[src/rtl/regfile_arb_pkg.sv]
// Shared constants, FSM state type and address decoder for the register-file write arbiter.
// Latency: n/a (declarations and a pure combinational helper only).
// Backpressure: n/a.
package regfile_arb_pkg;

  localparam int NREQ_C   = 4;
  localparam int NREG_C   = 8;
  localparam int ADDR_W_C = 3;
  localparam int DATA_W_C = 32;

  // ARB: normal arbitration. CLEAR: the cycle in which the bank clear is driven.
  typedef enum logic [0:0] {
    ARB   = 1'b0,
    CLEAR = 1'b1
  } state_e;

  // Register index to one-hot bank write enable.
  function automatic logic [NREG_C-1:0] onehot_dec(input logic [ADDR_W_C-1:0] addr);
    logic [NREG_C-1:0] oh;
    oh       = '0;
    oh[addr] = 1'b1;
    return oh;
  endfunction

endpackage

[src/rtl/rr_arbiter4.sv]
// Four-way round-robin grant selection, search starts at rr_ptr and wraps.
// Latency: purely combinational.
// Backpressure: none; ineligible requesters are simply skipped.
module rr_arbiter4 (
  input  logic [3:0] eligible,
  input  logic [1:0] rr_ptr,
  output logic [3:0] grant_oh,
  output logic [1:0] grant_idx,
  output logic       grant_vld
);

  logic [1:0] idx;

  // Walk the four slots from rr_ptr and take the first eligible one.
  always_comb begin
    grant_oh  = '0;
    grant_idx = '0;
    grant_vld = 1'b0;
    idx       = '0;
    for (int k = 0; k < 4; k++) begin
      idx = rr_ptr + 2'(k);
      if (!grant_vld && eligible[idx]) begin
        grant_vld     = 1'b1;
        grant_idx     = idx;
        grant_oh[idx] = 1'b1;
      end
    end
  end

endmodule

[src/rtl/regfile_wr_arbiter.sv]
// Shares the register bank write port among 4 requesters (round-robin) and sequences bank clears.
// Latency: grant decided in cycle N, ack + bank write strobe registered in N+1; clear one cycle after clr_pend.
// Backpressure: req is level and held until ack; a pending clear pre-empts arbitration for one cycle.
// Optional stall counter output enabled by REGFILE_ARB_STATS_EN.
module regfile_wr_arbiter
  import regfile_arb_pkg::*;
#(
  parameter int NREQ   = NREQ_C,
  parameter int DATA_W = DATA_W_C,
  parameter int NREG   = NREG_C,
  parameter int ADDR_W = ADDR_W_C
) (
  input  logic                     clk,
  input  logic                     reset_n,
  input  logic [NREQ-1:0]          req,
  input  logic [NREQ*ADDR_W-1:0]   req_addr,
  input  logic [NREQ*DATA_W-1:0]   req_data,
  output logic [NREQ-1:0]          ack,
  input  logic                     clr_req,
  output logic                     clr_done,
  output logic [NREG-1:0]          rf_en,
  output logic [DATA_W-1:0]        rf_d_in,
  output logic                     rf_clear
`ifdef REGFILE_ARB_STATS_EN
  ,
  output logic [15:0]              stall_cnt
`endif
);

  state_e              state_q, state_d;
  logic [1:0]          rr_ptr_q, rr_ptr_d;
  logic                clr_pend_q, clr_pend_d;
  logic [NREQ-1:0]     ack_q, ack_d;
  logic [NREG-1:0]     rf_en_q, rf_en_d;
  logic [DATA_W-1:0]   rf_d_in_q, rf_d_in_d;

  logic [NREQ-1:0]     eligible;
  logic [NREQ-1:0]     grant_oh;
  logic [1:0]          grant_idx;
  logic                grant_vld;
  logic [ADDR_W-1:0]   sel_addr;
  logic [DATA_W-1:0]   sel_data;

  // A requester that is being acked this cycle is masked so its still-high req cannot write twice.
  assign eligible = req & ~ack_q;

  rr_arbiter4 u_rr (
    .eligible  (eligible),
    .rr_ptr    (rr_ptr_q),
    .grant_oh  (grant_oh),
    .grant_idx (grant_idx),
    .grant_vld (grant_vld)
  );

  // Select the granted requester's address and data.
  always_comb begin
    sel_addr = '0;
    sel_data = '0;
    for (int i = 0; i < NREQ; i++) begin
      if (grant_oh[i]) begin
        sel_addr = req_addr[i*ADDR_W +: ADDR_W];
        sel_data = req_data[i*DATA_W +: DATA_W];
      end
    end
  end

  // Next-state: a pending clear beats arbitration; clr_req pulses while pending merge into it.
  always_comb begin
    state_d    = ARB;
    clr_pend_d = clr_pend_q | clr_req;
    rr_ptr_d   = rr_ptr_q;
    ack_d      = '0;
    rf_en_d    = '0;
    rf_d_in_d  = rf_d_in_q;
    if (clr_pend_q) begin
      state_d    = CLEAR;
      clr_pend_d = 1'b0;
    end else if (grant_vld) begin
      ack_d     = grant_oh;
      rf_en_d   = onehot_dec(sel_addr);
      rf_d_in_d = sel_data;
      rr_ptr_d  = grant_idx + 2'd1;
    end
  end

  // State and bank-side output registers.
  always_ff @(posedge clk) begin
    if (!reset_n) begin
      state_q    <= ARB;
      clr_pend_q <= 1'b0;
      rr_ptr_q   <= '0;
      ack_q      <= '0;
      rf_en_q    <= '0;
      rf_d_in_q  <= '0;
    end else begin
      state_q    <= state_d;
      clr_pend_q <= clr_pend_d;
      rr_ptr_q   <= rr_ptr_d;
      ack_q      <= ack_d;
      rf_en_q    <= rf_en_d;
      rf_d_in_q  <= rf_d_in_d;
    end
  end

  assign ack      = ack_q;
  assign rf_en    = rf_en_q;
  assign rf_d_in  = rf_d_in_q;
  assign rf_clear = (state_q == CLEAR);
  assign clr_done = (state_q == CLEAR);

`ifdef REGFILE_ARB_STATS_EN
  logic [15:0]     stall_cnt_q, stall_cnt_d;
  logic [NREQ-1:0] taken;
  logic            stall;

  // Count cycles where some requester is asking but is not the one granted (clear cycles included).
  always_comb begin
    taken       = clr_pend_q ? '0 : grant_oh;
    stall       = |(req & ~taken);
    stall_cnt_d = stall_cnt_q;
    if (stall && (stall_cnt_q != 16'hFFFF)) begin
      stall_cnt_d = stall_cnt_q + 16'd1;
    end
  end

  // Saturating stall counter register.
  always_ff @(posedge clk) begin
    if (!reset_n) begin
      stall_cnt_q <= '0;
    end else begin
      stall_cnt_q <= stall_cnt_d;
    end
  end

  assign stall_cnt = stall_cnt_q;
`endif

endmodule

[config.mk]
export PLATFORM = sky130hd
export DESIGN_NAME = regfile_wr_arbiter
export DESIGN_NICKNAME = d
export VERILOG_FILES = /design/src/rtl/regfile_arb_pkg.sv /design/src/rtl/rr_arbiter4.sv /design/src/rtl/regfile_wr_arbiter.sv
export SDC_FILE = /design/constraint.sdc
export NUM_CORES = 1
export LEC_CHECK = 0
export BUFFER_PORTS_ARGS = -buffer_cell sky130_fd_sc_hd__buf_2
export CAP_MARGIN = 10
export CELL_PAD_IN_SITES_DETAIL_PLACEMENT = 1
export CELL_PAD_IN_SITES_GLOBAL_PLACEMENT = 1
export CORE_UTILIZATION = 25
export CTS_CLUSTER_SIZE = 12
export DETAILED_ROUTE_END_ITERATION = 7
export GPL_TIMING_DRIVEN = 0
export PLACE_DENSITY = 0.7
export SYNTH_ARGS = -nofsm -noshare
export SYNTH_HDL_FRONTEND = slang
export SYNTH_HIERARCHICAL = 1
export SYNTH_SLANG_ARGS = --single-unit
[constraint.sdc]
create_clock -name clk -period 7.3 [get_ports clk]
set_input_delay 0.365 -clock clk [delete_from_list [all_inputs] [get_ports clk]]
set_output_delay 0.365 -clock clk [all_outputs]
set_load 0.03 [all_outputs]
==> run summary, run 1 <==
Critical path's slowest cell: dfxtp_1
Max_slew headroom: 58.9%
DP Worst Slack: 3680 ps
Clock Tree Buf Depth: 2
Syn. warnings: 6
Drt pass-1 iters: 4
Port Buffers: 192
Worst path most repeated cell: buf_6
Total wire length: 13300 um
First-pass GRT wire length: 20200 um
Post-DP HPWL: 10300 um
1st-iter DRT viols: 143
Worst vdd ir: 0.000141 V
Clock Skews: 6.07 ps
Top-level port count: 193
Pleak: 0.00214 uW
Fin nets: 752
Avg WL per Cell: 17.2 um
CP max stage delay: 540 ps
Pwr/cell area: 558 nW/um^2
H-tree levels: 2
Starting Density: 25.6%
Final RePlAce weighted congestion: 0.790
CTS Buf Count: 5
Compound-Gate Fraction of Synth Area: 32.6%
Mux share of post-synthesis cell area: 4.00%
Post-Layout Cell Count: 772
# rows: 41
Pwr Total: 2530 uW
Total number of vias: 3949
Unrepaired setup endpoints after global routing: no
Top Layer Used: met4
DR vias/cell: 5.12
Vias in the first global route: 3968
Worst min path class: input pin to flop
Seq/Total Area, Yosys: 29.8%
Antenna violations before repair: 0
Critical path endpoint category: flop
Final setup vio count: 0
Post-DP Area: 4400 sq um
Final Hold Viols: 0
Clock sink count: 48
Post-synth top area share: 29.8%
Outcome: completed
CTS tree: built
Die Y: 116 um
Post-route worst setup slack: 3690 ps
WS Path Type: flop to flop
Clk slew on worst S/H paths: 60 ps
Top cells by area, synth: dfxtp_1 30%, a221o_1 9.9%, nand3b_1 7.7%
Placed cells: 765
Core Area: 12600 sq um
Die span in x: 116 um
Ys async rst share: 0%
Mapped Area: 3220 sq um
Post-Synth XOR/XNOR Area: 0.272%
Post-CTS setup buffers: 0
Crit path DAT: 3830 ps
Post-synthesis simple-gate area fraction: 20.4%
Cell with the most instances after synthesis: dfxtp_1
#FFs+latches synth: 48
Clk root buf: clkbuf_16
Netlist cell types: 38
Worst-Skew Late Latency: 290 ps
DRC viols: 0
GRT Overall Usage: 19.5%
DRT met1 WL: 5660 um
Fillers: 1607
Metal3 WL: 667 um
Post-CTS sizing: 0
Antenna Nets Post-Route: 0
Cell taking the most area after synthesis: dfxtp_1
Post-synth EDFFs: 0
Largest net degree at the start of global routing: 14
Worst setup SP type: flop
Post-CTS Hold Buffers: 0
Top FF cell, synth: dfxtp_1
Synth Net Count: 553
Layout area overhead: 40.7%
Fin. max-slew vios: 0
Critical-path cell list: inv_1 > ha_1 > mux4_2 > buf_6 > nor4b_4 > a22oi_1 > o21ai_0 > buf_6 > clkbuf_1 > a21oi_1 > a221o_1 > a31oi_1
CP Data Required Time: 7520 ps
Gr ovfl total: 0
Slew at the pin with the worst max-slew slack: 616 ps
Crit path time final: 3610 ps
Syn_area_per_cell: 8.03 sq um
CP Max Fanout: 10
Post-Synthesis Cells: 401
Post-Route Setup TNS: 0 ps
Layout cell share with drive strength beyond 1: 37.7%
Largest family of logic cells by synthesized area: compound AO/OA/AOI/OAI gates
Design Area, Final: 4530 sq um
Adder-cell area share of the yosys netlist: 1.94%
Post-synth top cells: 48 x dfxtp_1, 37 x o21ai_0, 35 x inv_1, 35 x nand2_1, 33 x nand3b_1
Die ar.: 13300 sq um
Max capacitance violation total: 0
Met2 wire length: 6660 um
N_diodes: 0
Tcrit/Tclk final: 49.5%
Max Fclk: 0.277 GHz
Worst path bufs/invs: 4
Crit path max-delay family: buffers and inverters
## worst register-to-register path, cell delays in order (launching register included)
cell      delay (ps)
dfxtp_1          540
inv_1            180
ha_1             420
mux4_2           330
buf_6            160
nor4b_4          400
a22oi_1          130
o21ai_0          130
buf_6            170
clkbuf_1         420
a21oi_1          160
a221o_1          350
a31oi_1          150
## metrics by stage
step	hold WS (ps)	util (%)
after floorplan	446	-
after global placement	465	35.0
after detailed placement	481	35.0
after CTS	331	36.0
after global routing	331	36.0
final	338	36.0
## cell usage in the layout (no fill, tap or decap), types with 2 or more instances in the layout
master and instances:
buf_2 207, dfxtp_1 48, o21ai_0 37, inv_1 35
nand2_1 35, nand3b_1 33, a21oi_1 32, a221o_1 32
a31oi_1 32, clkbuf_1 24, nor2b_1 9, nor4_1 9
a22oi_1 8, a211oi_1 6, clkbuf_16 5, ha_1 5
buf_6 4, and3_1 4, nor3b_1 3, a211o_1 3
nor2_1 3, buf_4 2, o211a_1 2, nand3b_4 2
mux4_2 2, mux4_1 2, nand2b_1 2, mux2i_1 2
## where the power goes
| group | switching [uW] | internal (uW) |
|---|---|---|
| Clock | 96.0 | 125 |
| Sequential | 48.6 | 358 |
| Combinational | 1140 | 758 |
| Total | 1290 | 1240 |
## cell families after synthesis
| group | count (synthesis) |
|---|---|
| AOI/OAI and AO/OA | 156 |
| xor gates and xnor gates | 1 |
| adders and majority gates | 5 |
| buffers and inverters | 79 |
| DFF | 48 |
| muxes | 7 |
| and+or+nand+nor | 105 |
## layer usage
| metal | GRT usage, % | vias up |
|---|---|---|
| met3 | 2.98 | 22 |
| li1 | - | 1892 |
| met2 | 35.0 | 134 |
| met5 | 0 | - |
| met1 | 23.7 | 1901 |
| met4 | 6.67 | 0 |
## worst paths after layout
path	from	endpoint	slack, ps	cells past startpoint
hold reg to reg	clr_pend_q	clr_done	490	1
setup reg to reg	rr_ptr_q[1]	rf_d_in[10]	3690	12
setup / recovery	rr_ptr_q[1]	rf_d_in[10]	3690	12
hold / removal	clr_req	clr_pend_q	340	2
## final cells by class
cell class	count	area (sq um)	area share (%)
Buffer	44	221	4.89
Tap cell	172	215	4.75
Clock buffer	6	129	2.84
Sequential cell	48	961	21.2
Clock inverter	1	5.00	0.110
Inverter	35	131	2.90
Multi-Input combinational cell	274	1910	42.1
Timing Repair Buffer	192	961	21.2
## state kept, by name, summed over array words and instances (netlist names)
signal,cells
ack,4
clr_done,1
clr_pend_q,1
rr_ptr_q,2
rf_en,8
rf_d_in,32
Note: power is estimated with default switching activity, not from simulation.
==> run 2: changes to the inputs <==
--- a/config.mk
+++ b/config.mk
@@ -13,7 +13,7 @@
 export CTS_CLUSTER_SIZE = 12
 export DETAILED_ROUTE_END_ITERATION = 7
 export GPL_TIMING_DRIVEN = 0
-export PLACE_DENSITY = 0.7
+export PLACE_DENSITY = 0.73
 export SYNTH_ARGS = -nofsm -noshare
 export SYNTH_HDL_FRONTEND = slang
 export SYNTH_HIERARCHICAL = 1
==> constraint.sdc (replaced) <==
create_clock -name clk -period 2.9 [get_ports clk]
set_input_delay 0.145 -clock clk [delete_from_list [all_inputs] [get_ports clk]]
set_output_delay 0.145 -clock clk [all_outputs]
set_load 0.03 [all_outputs]
==> run 2 against run 1 <==
  * The run now ends with negative setup slack left
  * Die area unchanged
  * Total power rose to 2.9 times the previous value
  * Combinational power rose to 3.0 times the previous value
  * Flip-flop and latch count unchanged
  * Final cell count up 2.6%
  * Via count up 1.4%
  * Critical path depth down 1
  * Clock-buffer cell count up 1
  * Clock skew up 5.0 ps
  * Largest cell class unchanged
==> run summary, run 2 (same netlist as run 1, synthesis figures left out) <==
Outcome: complete, but fails checks
Failing checks: negative setup slack
Most frequent cells in the layout: 195 x buf_2, 46 x dfxtp_1, 35 x nand2_1
Crit path DAT: 3100 ps (-730 ps)
Layout area overhead: 53.6%
Setup slack, reg-to-reg: -6 ps (-3700 ps)
Worst hold start: req_data[116]
H-tree levels: 2 (unchanged)
Drt pass-1 iters: 4 (unchanged)
Critical path endpoint category: flop
Final setup vio count: 3 (+3)
Critical Path Sink: rf_en[4]
Critical path's slowest cell: mux4_2
Unrepaired setup endpoints after global routing: yes
Die ar.: 13300 sq um (unchanged)
Pwr Total: 7420 uW (+190%)
Clock sink count: 48 (unchanged)
Area of the multi-input gates: 2030 sq um (+6.6%)
DRC viols: 0 (unchanged)
Fin. max-slew vios: 0 (unchanged)
Cell depth of the worst setup path: 11 (-1)
WS Path Type: flop to flop
Most common cell after layout, fill and taps aside: buf_2
Post-DP Area: 4400 sq um (unchanged)
Slew at the pin with the worst max-slew slack: 581 ps (-35.4 ps)
Critical-path cell list: buf_6 > mux4_2 > buf_6 > nor4b_4 > a22oi_1 > o21ai_0 > buf_4 > buf_4 > nor3b_2 > a211oi_2 > nor4_1
Final RePlAce weighted congestion: 0.846 (+7.1%)
CP max stage delay: 500 ps (-40 ps)
Avg WL per Cell: 17.2 um (+0.21%)
Max Fclk: 0.344 GHz (+24%)
Worst-Skew Late Latency: 290 ps (about the same)
Top-level port count: 193 (unchanged)
Clk slew on worst S/H paths: 70 ps (about the same)
Reg2reg end: rf_en[4]
Gr ovfl total: 0 (unchanged)
Register area: 968 sq um (+0.78%)
1st-iter DRT viols: 148 (+3.5%)
Worst Reg-to-Reg Cells: 11 (-1)
Antenna Nets Post-Route: 0 (unchanged)
Largest net degree at the start of global routing: 15 (+1)
Crit path max-delay family: simple AND/OR/NAND/NOR gates
GRT Overall Usage: 19.8% (+0.25 points)
Crit path time final: 2910 ps (-704 ps)
Number of flip-flops in the largest register: 32 (unchanged)
Fin util: 39.4% (+3.3 points)
Worst path bufs/invs: 4 (unchanged)
Core Area: 12600 sq um (unchanged)
Post-Layout Cell Count: 792 (+2.6%)
N_diodes: 0 (unchanged)
Pleak: 0.00234 uW (+9.1%)
Post-Route Setup TNS: -13.1 ps (-13.1 ps)
Port Buffers: 192 (unchanged)
Die Y: 116 um (unchanged)
DR vias/cell: 5.06 (-1.1%)
Clk root buf: clkbuf_16
Worst setup SP type: flop
CP Data Required Time: 3090 ps (-4430 ps)
Worst min path class: input pin to flop
Fillers: 1585 (-1.4%)
Total wire length: 13600 um (+2.8%)
Post-DP HPWL: 10300 um (+0.23%)
Layout cell share with drive strength beyond 1: 45.3% (+7.7 points)
Clock Tree Buf Depth: 2 (unchanged)
Total number of vias: 4006 (+1.4%)
Tcrit/Tclk final: 100% (+51 points)
Final Hold Viols: 0 (unchanged)
Worst vdd ir: 0.000410 V (+190%)
Fin nets: 771 (+2.5%)
Vias in the first global route: 4115 (+3.7%)
Reg-to-Reg Start: rr_ptr_q[0]
CTS Buf Count: 5 (unchanged)
Max_slew headroom: 61.3% (+2.4 points)
Max capacitance violation total: 0 (unchanged)
Post-route worst setup slack: -6.40 ps (-3700 ps)
Die span in x: 116 um (unchanged)
Worst Setup SP: rr_ptr_q[0]
CP Max Fanout: 7 (-3)
Starting Density: 25.6% (unchanged)
Placed cells: 765 (unchanged)
# rows: 41 (unchanged)
Pwr/cell area: 1500 nW/um^2 (+170%)
First-pass GRT wire length: 20300 um (+0.96%)
Design Area, Final: 4950 sq um (+9.2%)
Clock Skews: 11.1 ps (+5.01 ps)
Antenna violations before repair: 0 (unchanged)
CTS tree: built
## run 2: cell count changes in the layout (fill, tap and decap cells not counted), sizes merged
cell	before	now
clkinv	1	0
buf	213	233
bufinv	0	1
## run 2: layout make-up
type / instances / area share (%)
inverters: 35 / 2.71
multi-input cells: 274 / 41.1
repair buffers: 212 / 22.9
clock inverters: 1 / 0.607
well taps: 172 / 4.35
plain buffers: 43 / 5.69
clock buffers: 7 / 3.09
flip-flops and latches: 48 / 19.6
## run 2: worst min-delay path, cell delays in order
cell and delay (ps):
buf_2 100, nand2_1 50, a31oi_1 70
## run 2: stage by stage
stage	worst slack [ps]	hold slack [ps]
after floorplan	36.4	300
after global placement	-574	410
after detailed placement	-675	414
after CTS	0.174	118
after global routing	-147	121
final	-6.40	122
## run 2: worst min path at each step
stage	end	depth (start not counted)
global route	clr_pend_q	2
global placement	clr_pend_q	2
floorplan	rf_d_in[30]	2
detailed placement	clr_pend_q	2
finish	rf_d_in[20]	3
CTS	rf_d_in[20]	3
## run 2: repair_timing
item                                    4_1_cts  5_1_grt
pin swaps                                    10       10
hold buffers                                  0        0
buffers inserted                             11        9
resized for setup                            39       30
endpoints found under the setup margin       46       40
## run 2: layer usage
layer,routed length (um),GRT usage (%),vias up,part of all wire [%]
met2,7030,37.7,122,51
met1,5760,22.5,1944,42
met4,182,5.54,0,1.3
met3,675,3.29,15,4.9
li1,-,-,1925,-
met5,0,0,-,0
## run 2: power by group
part / switching [uW] / leakage, uW / total [uW] / internal [uW]
logic: 3180 / 0.00185 / 5680 / 2500
clock network: 264 / 0.0000901 / 719 / 455
registers: 116 / 0.000397 / 1020 / 908
total: 3560 / 0.00234 / 7420 / 3860
==> run 3: changes to the inputs <==
--- a/config.mk
+++ b/config.mk
@@ -9,11 +9,12 @@
 export CAP_MARGIN = 10
 export CELL_PAD_IN_SITES_DETAIL_PLACEMENT = 1
 export CELL_PAD_IN_SITES_GLOBAL_PLACEMENT = 1
-export CORE_UTILIZATION = 25
+export CORE_MARGIN = 2
+export CORE_UTILIZATION = 32
 export CTS_CLUSTER_SIZE = 12
 export DETAILED_ROUTE_END_ITERATION = 7
 export GPL_TIMING_DRIVEN = 0
-export PLACE_DENSITY = 0.73
+export PLACE_DENSITY = 0.87
 export SYNTH_ARGS = -nofsm -noshare
 export SYNTH_HDL_FRONTEND = slang
 export SYNTH_HIERARCHICAL = 1
==> constraint.sdc (replaced) <==
create_clock -name clk -period 3.7 [get_ports clk]
set_input_delay 0.185 -clock clk [delete_from_list [all_inputs] [get_ports clk]]
set_output_delay 0.185 -clock clk [all_outputs]
set_load 0.03 [all_outputs]
==> run 3 against run 2 <==
  * The run now ends clean
  * Maximum frequency is 17% lower
  * Die area is 18% lower
  * Highest routed layer unchanged
  * Largest power group unchanged
  * Cell area is 9.9% lower
  * Flip-flop and latch count stayed put
==> run summary, run 3 (same netlist as run 1, synthesis figures left out) <==
Outcome: completed
Worst Reg-to-Reg Cells: 13 (+2)
Worst setup SP type: flop
Pleak: 0.00214 uW (-8.3%)
Max Fclk: 0.286 GHz (-17%)
Cell depth of the worst setup path: 13 (+2)
Clock sink count: 48 (unchanged)
Area of the multi-input gates: 1910 sq um (-6.0%)
Setup slack, reg-to-reg: 210 ps (+210 ps)
N_diodes: 0 (unchanged)
Crit path DAT: 3650 ps (+550 ps)
Crit path max-delay family: buffers and inverters
Crit path time final: 3490 ps (+585 ps)
Post-CTS sizing: 0 (-100%)
DR vias/cell: 5.38 (+6.4%)
CTS tree: built
Worst-Skew Late Latency: 300 ps (about the same)
Avg WL per Cell: 18.4 um (+6.6%)
Max_slew headroom: 59.2% (-2.1 points)
Total number of vias: 3944 (-1.5%)
1st-iter DRT viols: 200 (+35%)
Final RePlAce weighted congestion: 0.832 (-1.6%)
DRC viols: 0 (unchanged)
Critical-path cell list: buf_6 > inv_1 > ha_1 > mux4_2 > buf_6 > nor4b_4 > a22oi_1 > o21ai_0 > buf_2 > clkbuf_4 > a211oi_1 > a211oi_1 > nor4_1
Critical path endpoint category: flop
CTS Buf Count: 5 (unchanged)
Post-DP Area: 4350 sq um (-1.1%)
Most common cell after layout, fill and taps aside: buf_2
Worst min path class: input pin to flop
Core Area: 9770 sq um (-22%)
Largest net degree at the start of global routing: 14 (-1)
Worst hold slack: 145 ps (+22.5 ps)
Layout cell share with drive strength beyond 1: 38.8% (-6.5 points)
Clk root buf: clkbuf_8
Most frequent cells in the layout: 206 x buf_2, 47 x dfxtp_1, 37 x o21ai_0
Layout area overhead: 38.4%
Gr ovfl total: 0 (unchanged)
Min-Delay Endpoint: rf_d_in[6]
Port Buffers: 192 (unchanged)
Top-level port count: 193 (unchanged)
Max capacitance violation total: 0 (unchanged)
Worst vdd ir: 0.000421 V (+2.7%)
Antenna violations before repair: 0 (unchanged)
H-tree levels: 2 (unchanged)
Die span in x: 104 um (-9.7%)
Post-CTS Hold Buffers: 0 (unchanged)
Placed cells: 726 (-5.1%)
Vias in the first global route: 4209 (+2.3%)
Post-DP HPWL: 10300 um (+0.27%)
WS Path Type: flop to flop
Final Hold Viols: 0 (unchanged)
Min-Delay Path Depth: 3 (unchanged)
Unrepaired setup endpoints after global routing: no
Slew at the pin with the worst max-slew slack: 612 ps (+30.8 ps)
Total wire length: 13500 um (-1.3%)
Post-Layout Cell Count: 733 (-7.4%)
Drt pass-1 iters: 4 (unchanged)
Clock Tree Buf Depth: 2 (unchanged)
Post-Route Setup TNS: 0 ps (+13.1 ps)
Fin nets: 752 (-2.5%)
Pwr Total: 4910 uW (-34%)
Fin. max-slew vios: 0 (unchanged)
Tcrit/Tclk final: 94.4% (-5.9 points)
Pwr/cell area: 1100 nW/um^2 (-27%)
Reg2reg end: rf_en[1]
Worst path bufs/invs: 5 (+1)
Register area: 962 sq um (-0.65%)
Antenna Nets Post-Route: 0 (unchanged)
# rows: 36 (-12%)
Number of flip-flops in the largest register: 32 (unchanged)
Post-CTS setup buffers: 0 (-11)
Die ar.: 10900 sq um (-18%)
Starting Density: 32.9% (+7.3 points)
GRT Overall Usage: 24.5% (+4.7 points)
Final setup vio count: 0 (-3)
CP max stage delay: 470 ps (-30 ps)
CP Max Fanout: 10 (+3)
Die Y: 104 um (-9.7%)
Fillers: 1296 (-18%)
Clk slew on worst S/H paths: 90 ps (+20 ps)
Reg-to-Reg Start: rr_ptr_q[0]
Critical path's slowest cell: dfxtp_1
Design Area, Final: 4460 sq um (-9.9%)
Worst hold start: req_data[102]
First-pass GRT wire length: 21500 um (+5.9%)
Clock Skews: 6.88 ps (-4.20 ps)
CP Data Required Time: 3860 ps (+770 ps)
## run 3: cell count changes in the layout (fill, tap and decap cells not counted), moves of 5 or more
| cell | before | now |
|---|---|---|
| buf_4 | 28 | 2 |
| buf_2 | 195 | 206 |
| clkbuf_1 | 12 | 19 |
| a211oi_1 | 1 | 6 |
| clkbuf_16 | 5 | 0 |
| clkbuf_2 | 9 | 4 |
| clkbuf_8 | 2 | 7 |
| nor4_1 | 4 | 9 |
## run 3: worst max-delay path by stage
stage,start,to,slack [ps]
final,rr_ptr_q[0],rf_en[1],210
after global routing,rr_ptr_q[0],rf_en[4],8
after CTS,rr_ptr_q[1],rf_d_in[8],20
after detailed placement,rr_ptr_q[1],rf_d_in[8],100
after global placement,rr_ptr_q[1],rf_d_in[26],280
after floorplan,rr_ptr_q[0],rf_en[0],840
## run 3: power breakdown
part	internal [uW]	total, uW	switching, uW	leakage (uW)
clock network	167	344	177	0.0000503
registers	706	803	96.7	0.000396
logic	1510	3770	2260	0.00170
## run 3: per-stage QoR
stage | utilization, % | setup WS, ps
after floorplan | - | 836
after global placement | 44.5 | 282
after detailed placement | 44.5 | 103
after CTS | 45.5 | 16.8
after global routing | 45.6 | 8.35
final | 45.6 | 208
## run 3: cell type report
cell class              count  area share (%)
repair buffers            192            21.6
inverters                  35            2.95
well taps                 133            3.73
flip-flops and latches     48            21.6
plain buffers              44            5.14
clock buffers               7            2.16
multi-input cells         274            42.9
## run 3: worst min-delay path: stages
cell and delay [ps]:
buf_2 100, nand2_1 50, a31oi_1 70
## run 3: per-layer routing
layer | track usage, % | vias up | wire [um]
li1 | - | 1897 | -
met1 | 29.0 | 1880 | 5620
met2 | 44.4 | 144 | 6850
met3 | 3.95 | 23 | 679
met4 | 8.11 | 0 | 315
met5 | 0 | - | 0
